===== src/rtl/imu_seq_pkg.sv =====
// Shared types and command tables for the IMU command sequencer.
// Command word layout: {R/W_n, addr[6:0], data[7:0]}.
package ebike_imu_pkg;

  typedef enum logic [2:0] {
    PWRUP, CFG_SND, CFG_WAIT, IDLE, RD_SND, RD_WAIT
  } imu_seq_state_t;

  localparam logic [6:0] REG_INT1_CTRL = 7'h0D;
  localparam logic [6:0] REG_CTRL1_XL  = 7'h10;
  localparam logic [6:0] REG_CTRL2_G   = 7'h11;
  localparam logic [6:0] REG_PITCH_L   = 7'h22;
  localparam logic [6:0] REG_PITCH_H   = 7'h23;
  localparam logic [6:0] REG_AZ_L      = 7'h2C;
  localparam logic [6:0] REG_AZ_H      = 7'h2D;

  function automatic logic [15:0] mk_cmd(input logic rd, input logic [6:0] addr,
                                         input logic [7:0] data);
    return {rd, addr, data};
  endfunction

  localparam logic [15:0] CFG_CMD [0:2] = '{
    mk_cmd(1'b0, REG_INT1_CTRL, 8'h02),
    mk_cmd(1'b0, REG_CTRL1_XL,  8'h53),
    mk_cmd(1'b0, REG_CTRL2_G,   8'h50)
  };

  localparam logic [15:0] RD_CMD [0:3] = '{
    mk_cmd(1'b1, REG_PITCH_L, 8'h00),
    mk_cmd(1'b1, REG_PITCH_H, 8'h00),
    mk_cmd(1'b1, REG_AZ_L,    8'h00),
    mk_cmd(1'b1, REG_AZ_H,    8'h00)
  };

endpackage


===== src/rtl/imu_seq_if.sv =====
// Command/response link between the IMU sequencer and the SPI monarch.
interface imu_seq_if;
  logic        snd;
  logic [15:0] cmd;
  logic        done;
  logic [15:0] resp;

  modport master (output snd, cmd, input done, resp);
  modport slave  (input snd, cmd, output done, resp);
endinterface


===== src/rtl/imu_seq_sync_rise.sv =====
// Two-flop synchronizer with a one-clock rising-edge pulse on the output.
module sync_rise (
  input  logic clk,
  input  logic rst_n,
  input  logic d,
  output logic rise
);
  logic [2:0] sh;

  always_ff @(posedge clk or negedge rst_n) begin
    if (!rst_n) sh <= '0;
    else        sh <= {sh[1:0], d};
  end

  assign rise = sh[1] & ~sh[2];
endmodule


===== src/rtl/imu_seq.sv =====
// IMU command sequencer: power-up wait, three config writes, then a
// four-read burst per data-ready interrupt producing pitch rate and Z accel.
module imu_seq
  import ebike_imu_pkg::*;
#(
  parameter int PWRUP_W = 16
) (
  input  logic         clk,
  input  logic         rst_n,
  input  logic         INT,
  imu_seq_if.master    spi,
  output logic [15:0]  pitch_rt,
  output logic [15:0]  AZ,
  output logic         vld,
  output logic         cfg_done
);

  imu_seq_state_t     state, nxt;
  logic [1:0]         idx;
  logic [PWRUP_W-1:0] pwr_cnt;
  logic               pending, done_q, int_rise, done_rise;
  logic [7:0]         hold0, hold1, hold2;
  logic [15:0]        cmd_q;
  logic               idx_clr, idx_inc, cfg_set, pend_clr, hold_we, upd;

  sync_rise u_int_sync (.clk(clk), .rst_n(rst_n), .d(INT), .rise(int_rise));

  // Completion is the done edge only; done stays high between transactions.
  assign done_rise = spi.done & ~done_q;

  always_ff @(posedge clk or negedge rst_n) begin
    if (!rst_n) state <= PWRUP;
    else        state <= nxt;
  end

  always_comb begin
    nxt      = state;
    spi.snd  = 1'b0;
    spi.cmd  = cmd_q;
    idx_clr  = 1'b0;
    idx_inc  = 1'b0;
    cfg_set  = 1'b0;
    pend_clr = 1'b0;
    hold_we  = 1'b0;
    upd      = 1'b0;
    unique case (state)
      PWRUP: if (&pwr_cnt) begin
        nxt     = CFG_SND;
        idx_clr = 1'b1;
      end
      CFG_SND: begin
        spi.snd = 1'b1;
        spi.cmd = CFG_CMD[idx];
        nxt     = CFG_WAIT;
      end
      CFG_WAIT: if (done_rise) begin
        if (idx == 2'd2) begin
          cfg_set = 1'b1;
          nxt     = IDLE;
        end else begin
          idx_inc = 1'b1;
          nxt     = CFG_SND;
        end
      end
      IDLE: if (int_rise || pending) begin
        nxt      = RD_SND;
        idx_clr  = 1'b1;
        pend_clr = 1'b1;
      end
      RD_SND: begin
        spi.snd = 1'b1;
        spi.cmd = RD_CMD[idx];
        nxt     = RD_WAIT;
      end
      RD_WAIT: if (done_rise) begin
        hold_we = 1'b1;
        if (idx == 2'd3) begin
          upd = 1'b1;
          nxt = IDLE;
        end else begin
          idx_inc = 1'b1;
          nxt     = RD_SND;
        end
      end
      default: nxt = PWRUP;
    endcase
  end

  always_ff @(posedge clk or negedge rst_n) begin
    if (!rst_n) begin
      idx      <= '0;
      pwr_cnt  <= '0;
      pending  <= 1'b0;
      done_q   <= 1'b0;
      cmd_q    <= '0;
      cfg_done <= 1'b0;
      hold0    <= '0;
      hold1    <= '0;
      hold2    <= '0;
      pitch_rt <= '0;
      AZ       <= '0;
      vld      <= 1'b0;
    end else begin
      done_q <= spi.done;
      cmd_q  <= spi.cmd;
      vld    <= upd;
      if (state == PWRUP) pwr_cnt <= pwr_cnt + 1'b1;
      if (idx_clr)      idx <= '0;
      else if (idx_inc) idx <= idx + 2'd1;
      if (cfg_set) cfg_done <= 1'b1;
      // One-deep pending: interrupts before configuration completes are dropped.
      if (pend_clr) pending <= 1'b0;
      else if (int_rise && cfg_done && state != IDLE) pending <= 1'b1;
      if (hold_we) begin
        case (idx)
          2'd0:    hold0 <= spi.resp[7:0];
          2'd1:    hold1 <= spi.resp[7:0];
          2'd2:    hold2 <= spi.resp[7:0];
          default: ;
        endcase
      end
      // Both outputs update together so they always come from one sample.
      if (upd) begin
        pitch_rt <= {hold1, hold0};
        AZ       <= {spi.resp[7:0], hold2};
      end
    end
  end

endmodule


===== src/flat_wrapper.sv =====
// flat-port wrapper written by rule: the top's interface ports become plain ports
module imu_seq_flat import ebike_imu_pkg::*;
#(
  parameter int PWRUP_W = 16
)
  (clk, rst_n, INT, pitch_rt, AZ, vld, cfg_done, spi_snd, spi_cmd, spi_done, spi_resp);
  imu_seq_if spi_i ();
  input  logic clk;
  input  logic rst_n;
  input  logic INT;
  output logic [15:0] pitch_rt;
  output logic [15:0] AZ;
  output logic vld;
  output logic cfg_done;
  output wire logic [$bits(spi_i.snd)-1:0] spi_snd;
  output wire logic [$bits(spi_i.cmd)-1:0] spi_cmd;
  input wire logic [$bits(spi_i.done)-1:0] spi_done;
  input wire logic [$bits(spi_i.resp)-1:0] spi_resp;
  assign spi_snd = spi_i.snd;
  assign spi_cmd = spi_i.cmd;
  assign spi_i.done = spi_done;
  assign spi_i.resp = spi_resp;
  imu_seq #(.PWRUP_W(PWRUP_W)) u_core (.clk(clk), .rst_n(rst_n), .INT(INT), .spi(spi_i), .pitch_rt(pitch_rt), .AZ(AZ), .vld(vld), .cfg_done(cfg_done));
endmodule

===== config.mk =====
export PLATFORM = sky130hd
export DESIGN_NAME = imu_seq_flat
export DESIGN_NICKNAME = d
export VERILOG_FILES = /design/src/rtl/imu_seq_pkg.sv /design/src/rtl/imu_seq_if.sv /design/src/rtl/imu_seq_sync_rise.sv /design/src/rtl/imu_seq.sv /design/src/flat_wrapper.sv
export SDC_FILE = /design/constraint.sdc
export NUM_CORES = 1
export LEC_CHECK = 0
export BUFFER_PORTS_ARGS = -buffer_cell sky130_fd_sc_hd__buf_2
export CORE_ASPECT_RATIO = 1.5
export CORE_UTILIZATION = 44
export CTS_CLUSTER_DIAMETER = 60
export DETAILED_ROUTE_END_ITERATION = 16
export SETUP_SLACK_MARGIN = 0.4
export SYNTH_ARGS = -nofsm -noshare
export SYNTH_HDL_FRONTEND = slang
export SYNTH_HIERARCHICAL = 1
export SYNTH_SLANG_ARGS = --single-unit

===== constraint.sdc =====
create_clock -name clk -period 4 [get_ports clk]
set_input_delay 0.2 -clock clk [delete_from_list [all_inputs] [get_ports clk]]
set_output_delay 0.2 -clock clk [all_outputs]
set_load 0.005 [all_outputs]

# [Yosys cells after proc, flatten, opt, wreduce, memory -nomap -nowiden]
# Cells that the tools add are included.
[totals] register_bits=100 out_inout_bits=51 elab_cells=84 in_bits=20
[op_classes] bitwise=5 eq_ne=13 reduce_logical=13 magnitude_cmp=1 mux=36 addsub=2
[op_table] cell="$bmux 16 s2" count=2
[op_table] cell="$mux 16" count=4
[op_table] cell="$pmux 16 s2" count=1
[op_table] cell="$mux 1" count=18
[op_table] cell="$pmux 3 s6" count=1
[op_table] cell="$add 16x1->16 const B" count=1
[op_table] cell="$reduce_and 16->1" count=1
[op_table] cell="$mux 3" count=5
[op_table] cell="$ne 2x1->1 const B" count=4
[op_table] cell="$eq 3x2->1 const B" count=2
[op_table] cell="$eq 3x3->1 const B" count=2
[op_table] cell="$mux 2" count=3
[op_table] cell="$reduce_and 2->1" count=3
[op_table] cell="$eq 2x2->1 const B" count=2
[op_table] cell="$pmux 1 s2" count=2
[op_table] cell="$reduce_and 4->1" count=1
[op_table] cell="$reduce_bool 2->1" count=2
[op_table] cell="$eq 3x1->1 const B" count=1
[op_table] cell="$ge 3x3->1 const B" count=1
[op_table] cell="$logic_not 3->1" count=1
[op_table] cell="$ne 3x2->1 const B" count=1
[op_table] cell="$not 2->3" count=1
[op_table] cell="$add 2x1->2 const B" count=1
[op_table] cell="$and 1x1->1" count=2
[op_table] cell="6 further kinds" count=8

# [Depth between registers and ports, before layout]
# Gate-level depths: netlist of the first run.
[depth] word_depth=6 mapped_depth=8 mapped_depth_nobuf=6

# [Cells and area by module]
# The synthesis of the first run kept the hierarchy.
[modules_own_cells] module="imu_seq" seq_area_each_um2=2427.3 area_each_um2=4140.2 instances=1 cells_each=302
[modules_own_cells] module="sync_rise" seq_area_each_um2=75.1 area_each_um2=88.8 instances=1 cells_each=4

# [Worst setup path after synthesis of the first run]
# OpenSTA, ideal clock, no wires.
[synth_timing] path_type="reg-to-reg" from="register u_core.state[2]" to="register u_core.AZ[10]" t_required_ps=3875 path_stages_with_launch=9 setup_slack_ps=2296 setup_time_ps=125 t_arrival_ps=1579 n_path_buf=4 period_less_slack_ps=1704 path_cell_list="dfrtp_1 > buf_6 > nor2b_4 > buf_6 > and3_1 > buf_4 > nand2_4 > buf_6 > mux2_4"
[synth_between] elab_chain_len=2
[synth_rtl] element="from (decl)" line_no="imu_seq.sv:18" rtl="imu_seq_state_t state, nxt;"
[synth_rtl] element="from (signal assigned)" line_no="imu_seq.sv:33" rtl="else state <= nxt;"
[synth_rtl] element="$eq 3x3->1" line_no="imu_seq.sv:46" rtl="unique case (state)"
[synth_rtl] element="$mux 1" line_no="imu_seq.sv:46"
[synth_rtl] element="to (signal assigned)" line_no="imu_seq.sv:125" rtl="AZ <= {spi.resp[7:0], hold2};"
[synth_rtl] element="to (decl)" line_no="imu_seq.sv:13" rtl="output logic [15:0] AZ,"
# Every way passes these cells.
# A chain may end at the register's enable or synchronous reset.

# [Worst setup path after layout of the first run]
[layout_timing] from="register u_core.state[2]" to="output spi_cmd[10]"
[layout_between] elab_chain_len=2 elab_cells_between_ends=3 cone_classes="eq/ne: 2; mux: 1"
[layout_rtl] element="$eq 3x3->1 / $eq 3x1->1 (equally long branches)" line_no="imu_seq.sv:46"
[layout_rtl] element="$pmux 16 s2 (*)" line_no="imu_seq.sv:46"
[layout_rtl] element="to (decl)" line_no="flat_wrapper.sv:16" rtl="output wire logic [$bits(spi_i.cmd)-1:0] spi_cmd;"
# Every way passes the cells marked *; elsewhere a longest branch is shown, timed or not.

==> results.toml, run 1 <==
[floorplan]
num_rows = 43
start_util_pct = 45.4
dieArea_um2 = 10000
die_height_um = 122
core_um2 = 9310
ioPinCount = 71
die_x_um = 82.0

[synthesis]
synth.most_common_cell = "dfrtp_1"
synth-edff-count = 0
synth_area_leaders = "dfrtp_1 (59%), mux2_4 (10%), mux2_2 (7.5%), a22o_1 (1.9%), xnor2_1 (1.9%)"
yosys.area.top_type = "dfrtp_1"
synth_commonest_cells = "dfrtp_1 (100), mux2_4 (29), mux2_2 (28)"
synth_top_cell_area_share_pct = 59.2
syn-cell-area_um2 = 4230
yosysUniqueCellTypes = 39
async_reset_ff_share_pct = 100
synth_seq_cells = 100
synth-main-ff-cell = "dfrtp_1"
synth_nets = 331
yosys_warnings = 6
synth_area_per_cell_um2 = 13.8
yosysSeqAreaShare_pct = 59.2
syn-instance-count = 306

[drt]
wl_per_cell_um = 15.1
drtPass1Iterations = 4
drtIter0Drc = 109
wl_mm = 7.39
vias = 2556
avgViaCountPerCell = 5.24
antenna_left = 0
remaining_drc_errors = 0

[outcome]
outcome = "complete, but fails checks"
violations = "hold timing"

[global_routing]
grt_use_met1_pct = 20.2
grt_use_met2_pct = 24.8
antenna_found_initial = 0
grt-busiest-layer = "met2"
track_usage_pct = 15.9
grt_pass1_vias = 2419
grt_max_degree = 82
grt-ovfl-total = 0
grt_pass1_wl_mm = 11.8
met3_usage_pct = 4.27

[sta]
finalSetupViolCount = 0
drv_slew = 0
fmax_mhz = 397
tightest_slew_ps = 1000
fin_crit_ps = 2520
finClkSkew_ps = 7.00
hold_viol = 6
final.setup.tns_ps = 0
rsz0062_at_grt = "false"
min_period_over_period_pct = 63.0
whs_ps = -6.71
worst_slew_margin_rel_pct = 33.2

[finish]
syn_to_final_growth_pct = 15.9
drive_gt1_share_pct = 37.5
nNetsFinal = 396
fin_cells = 488
n_fill_cell = 819
num_antenna_cells = 0

[cts]
insertion_delay_ps = 340
cts-root-buf = "clkbuf_16"
cts-buffers-inserted = 9
cts_resized = 0
cts_htree_levels = 3
clk_pin_slew_ps = 70
cts.path.max_buffers = 2
cts_tree = "done"
cts_sinks = 100

[setup_path]
timing.critical_path.to_type = "primary output"
path_class = "flip-flop to primary output"
reg2reg_slack_ps = 1630
crit_end = "spi_cmd[10]"
worstReg2RegEnd = "u_core/AZ[10]"
crit_start = "u_core/state[2]"
worst_ep_required_time_ps = 3800
reg2reg_from = "u_core/state[2]"
worst-endpoint-arrival_ps = 2320
cp_max_fo = 19
worst_r2r_path_depth = 4
cp-start-kind = "flip-flop"

[pwr]
p_per_area_nw_per_um2 = 608
leakage_nw = 2.63
irDropWorstVdd_mv = 0.310

[placement]
dpl.cell_count = 470
place_hpwl_mm = 4.99
port_buffers = 62
globalplace.congestion = 0.752

[flow_run]
maxCapViolCount = 0

[worst_hold_path]
hp-class = "primary input to asynchronous set/reset pin"
worst min path at each step:
stage / to / slack (ps) / cells after the start / startpoint
global route: u_core/hold1[7] / 110 / 1 / rst_n
detailed placement: u_core/u_int_sync/sh[0] / 310 / 1 / INT
global placement: u_core/u_int_sync/sh[0] / 310 / 1 / INT
floorplan: u_core/AZ[0] / -100 / 0 / rst_n
finish: u_core/hold1[7] / -7 / 1 / rst_n
CTS: u_core/AZ[15] / 70 / 1 / rst_n
worst max-delay path: stages, from the launching register on:
cell and delay (ps):
dfrtp_1 720, clkinv_1 440, nand2_1 290, o22ai_1 120
a21oi_1 240, buf_2 160
area by class of cell:
class                   instances  area, um2  area share (%)
inverters                       8       30.0           0.613
clock inverters                 3       21.3           0.434
repair buffers                 66        348            7.10
clock buffers                  13        250            5.11
multi-input cells             186       1610            32.8
flip-flops and latches        100       2500            51.1
well taps                     112        140            2.86
state kept, by name (all words and copies together), names as in the netlist:
| register | cells |
|---|---|
| u_core/u_int_sync/sh | 3 |
| u_core/pending | 1 |
| u_core/idx | 2 |
| u_core/done_q | 1 |
| u_core/cfg_done | 1 |
| u_core/state | 3 |
| u_core/pwr_cnt | 16 |
| u_core/AZ | 16 |
| u_core/hold0 | 8 |
| u_core/cmd_q | 16 |
| u_core/hold1 | 8 |
| u_core/pitch_rt | 16 |
| u_core/vld | 1 |
| u_core/hold2 | 8 |
through the flow:
stage / hold slack, ps / area [um2] / total power (W) / worst slack [ps] / util (%)
after global routing: 106 / 4900 / 0.00319 / 1300 / 52.6
after floorplan: -95.6 / 4230 / 0.00194 / 2300 / -
after CTS: 71.6 / 4900 / 0.00302 / 1470 / 52.6
after global placement: 309 / 4610 / 0.00218 / 1640 / 49.5
after detailed placement: 311 / 4610 / 0.00221 / 1630 / 49.5
final: -6.71 / 4900 / 0.00298 / 1480 / 52.6
what timing repair did:
item | in CTS | in global routing
endpoints found under the hold margin | 2 | 0
hold buffers | 2 | 0
setup endpoints to repair | 0 | 0
buffers inserted | 0 | 0
cell usage in the layout (no fill, tap or decap), drive strengths merged, types with 2 or more instances in the layout:
| cell type | count |
|---|---|
| mux2 | 57 |
| nor3 | 4 |
| clkbuf | 13 |
| and3 | 4 |
| clkinv | 2 |
| nor3b | 3 |
| nor2b | 8 |
| o22ai | 7 |
| ha | 5 |
| nand2 | 14 |
| a22o | 9 |
| o21ai | 8 |
| nand3 | 3 |
| nand4 | 5 |
| a21oi | 9 |
| and4 | 3 |
| xor2 | 8 |
| dlygate4sd3 | 2 |
| a22oi | 2 |
| nor2 | 18 |
| xnor2 | 9 |
| dfrtp | 100 |
| inv | 8 |
| buf | 64 |
kinds of logic (layout without fill, tap and decap cells):
kind of cell | after synthesis | in the layout | synth area share, %
xor gates and xnor gates | 17 | 17 | 3.52
muxes | 58 | 58 | 18.0
buffers and inverters | 20 | 90 | 2.81
DFF | 100 | 100 | 59.2
and+or+nand+nor | 65 | 65 | 8.58
AOI/OAI and AO/OA | 41 | 41 | 6.45
adders and majority gates | 5 | 5 | 1.48
power breakdown:
group | switching [W] | leakage, nW | internal, W | total (W)
Combinational | 0.000395 | 1.16 | 0.000390 | 0.000785
Clock | 0.000358 | 0.130 | 0.000441 | 0.000799
Sequential | 0.000187 | 1.34 | 0.00121 | 0.00140
layer usage:
layer,part of all wire (%),wire (um)
met4,1.9,139
met1,44,3250
met2,51,3750
met3,3.3,246
met5,0,0
Note: power is estimated with default switching activity, not from simulation.
==> run 2, diff against run 1 <==
Settings changed: ABC_AREA set to 1, PLACE_DENSITY set to 0.68.
Clock period 4 ns to 2.08 ns, I/O delays scaled along.
==> run 2 against run 1 <==
Net effect:
- the run now ends clean
- core utilization is 3.4 points higher
- global-route usage is 3.5 points higher
- routed wire length is 20% higher
- sequential share of layout area is 1.3 points lower
- setup slack worse by 1100 ps
- clock power is 110% higher
- synthesized area is 2.3% lower
- synthesized cell count is 47% higher
- cell count is 33% higher
- non-clock buffer count is 15 higher
- first-iteration DRC count is 63% higher
- hold slack better by 90 ps
==> results.toml, run 2 <==
[pwr]
leakage_nw = 2.73
irDropWorstVdd_mv = 0.522
p_per_area_nw_per_um2 = 736

[synthesis]
synth_top_cell_area_share_pct = 60.6
yosysUniqueCellTypes = 25
synth-main-ff-cell = "dfrtp_1"
yosysSeqAreaShare_pct = 60.6
synth_area_per_cell_um2 = 9.18
yosys_warnings = 6
synth_seq_cells = 100
synth_commonest_cells = "nand2_1 (168), dfrtp_1 (100), inv_1 (37)"
synth_area_leaders = "dfrtp_1 (61%), nand2_1 (15%), inv_1 (3.4%), o21ai_1 (2.9%), nand3_1 (2.5%)"
synth.most_common_cell = "nand2_1"
async_reset_ff_share_pct = 100
syn-instance-count = 450
yosys.area.top_type = "dfrtp_1"
synth-edff-count = 0
syn-cell-area_um2 = 4130
synth_nets = 475

[sta]
whs_ps = 83.5
setup_ws_ps = 424
finalSetupViolCount = 0
drv_slew = 0
min_period_over_period_pct = 79.6
fin_crit_ps = 1660
tightest_slew_ps = 335
worst_slew_margin_rel_pct = 77.5
rsz0062_at_grt = "true"
final.setup.tns_ps = 0
finClkSkew_ps = 7.15
hold_viol = 0
fmax_mhz = 604

[global_routing]
antenna_found_initial = 0
grt_max_degree = 57
grt_pass1_wl_mm = 14.3
grt_pass1_vias = 3095
grt-ovfl-total = 0
track_usage_pct = 19.4

[finish]
mostFrequentLayoutCells = "nand2_1 (165), dfrtp_1 (97), buf_2 (61)"
nNetsFinal = 558
final_util_pct = 56.0
n_fill_cell = 798
design_area_um2 = 5030
multi_input_area_um2 = 1450
syn_to_final_growth_pct = 21.9
seqCellArea_um2 = 2510
num_antenna_cells = 0
final_common_cell = "nand2_1"
drive_gt1_share_pct = 22.5

[setup_path]
path_class = "flip-flop to primary output"
cp_max_fo = 5
reg2reg_from = "u_core/state[1]"
worst-endpoint-arrival_ps = 1550
cp-start-kind = "flip-flop"
timing.critical_path.to_type = "primary output"
worst_ep_required_time_ps = 1980
crit_start = "u_core/state[0]"

[placement]
port_buffers = 62
globalplace.congestion = 0.865
place_area_um2 = 4530
place_hpwl_mm = 5.92
dp_slack_ps = 322

[drt]
wl_mm = 8.85
drtIter0Drc = 178
vias = 3191
avgViaCountPerCell = 4.92
antenna_left = 0
wl_per_cell_um = 13.7
drtPass1Iterations = 4
remaining_drc_errors = 0

[cts]
cts-root-buf = "clkbuf_16"
cts.path.max_buffers = 2
cts_htree_levels = 3
cts_tree = "done"
cts-buffers-inserted = 9
cts_sinks = 100
clk_pin_slew_ps = 70
insertion_delay_ps = 340

[worst_hold_path]
worstHoldStart = "spi_resp[1]"
hp-class = "primary input to flip-flop"

[floorplan]
core_um2 = 8990
die_height_um = 121
die_x_um = 81.1
ioPinCount = 71
num_rows = 42
start_util_pct = 46.0
dieArea_um2 = 9790

[outcome]
outcome = "finished clean"

[flow_run]
maxCapViolCount = 0
run 2: cell types whose count changed after synthesis, sizes merged, moves of 4 or more:
cell    change
a22o        -9
a21oi       -8
inv        +31
nor2b       -8
and3        -4
o21ai      +37
xnor2       -6
nor2       +11
o22ai       -7
nand3      +19
mux2       -57
nand2     +160
clkbuf      -4
run 2: cell type report:
type / count / area share [%]
clock buffer: 11 / 4.82
tap: 110 / 2.73
multi-input combinational: 302 / 28.8
inverter: 39 / 3.06
sequential: 100 / 49.8
timing repair buffer: 81 / 9.67
clock inverter: 5 / 1.19
run 2: through the flow:
| stage | cells | total power [W] |
|---|---|---|
| after floorplan | 450 | 0.00200 |
| after global placement | 614 | 0.00207 |
| after detailed placement | 614 | 0.00207 |
| after CTS | 640 | 0.00374 |
| after global routing | 648 | 0.00383 |
| final | 648 | 0.00371 |
run 2: cell families after synthesis:
family	synth area share (%)
buffers and inverters	5.66
adders and majority gates	1.51
DFF	60.6
AOI/OAI and AO/OA	6.03
xor gates and xnor gates	2.54
and+or+nand+nor	23.7
run 2: what timing repair did:
item | CTS | global route
resized for setup | 14 | 12
pin swaps | 2 | 6
hold buffers | 3 | 0
hold endpoints to repair | 23 | 0
setup buffers | 7 | 6
setup endpoints to repair | 17 | 46
cloned | 0 | 2
run 2: worst max-delay path, stage by stage (launching register included):
cell,delay (ps)
dfrtp_1,390
inv_2,80
nor2_4,190
nand2_4,110
inv_4,80
nand2_1,60
o21ai_2,60
inv_1,60
nand2_1,70
buf_2,110
run 2: report_power, final:
| part | switching [W] | total [W] | internal, W | leakage, nW |
|---|---|---|---|---|
| clock | 0.000707 | 0.00168 | 0.000970 | 0.146 |
| sequential | 0.00000275 | 0.00195 | 0.00195 | 1.36 |
| combinational | 0.0000579 | 0.0000782 | 0.0000203 | 1.23 |
| total | 0.000768 | 0.00371 | 0.00294 | 2.73 |
run 2: layer usage:
metal	share of wire (%)	vias to the layer above	routed length (um)	track usage, %
met5	0	-	0	0
met4	2.4	0	214	8.59
met3	3.5	13	312	4.08
met2	52	69	4620	33.0
met1	42	1526	3710	23.3
li1	-	1583	-	-
run 2: final timing paths:
path / slack [ps] / end / depth (start not counted)
worst max-delay path: 420 / spi_cmd[10] / 9
worst min-delay path: 80 / u_core/hold0[1] / 3
worst max register to register: 490 / u_core/AZ[9] / 8
worst min register to register: 360 / u_core/u_int_sync/sh[1] / 0
max in group asynchronous: 1260 / u_core/idx[1] / 3
min in group asynchronous: 200 / u_core/pwr_cnt[15] / 2
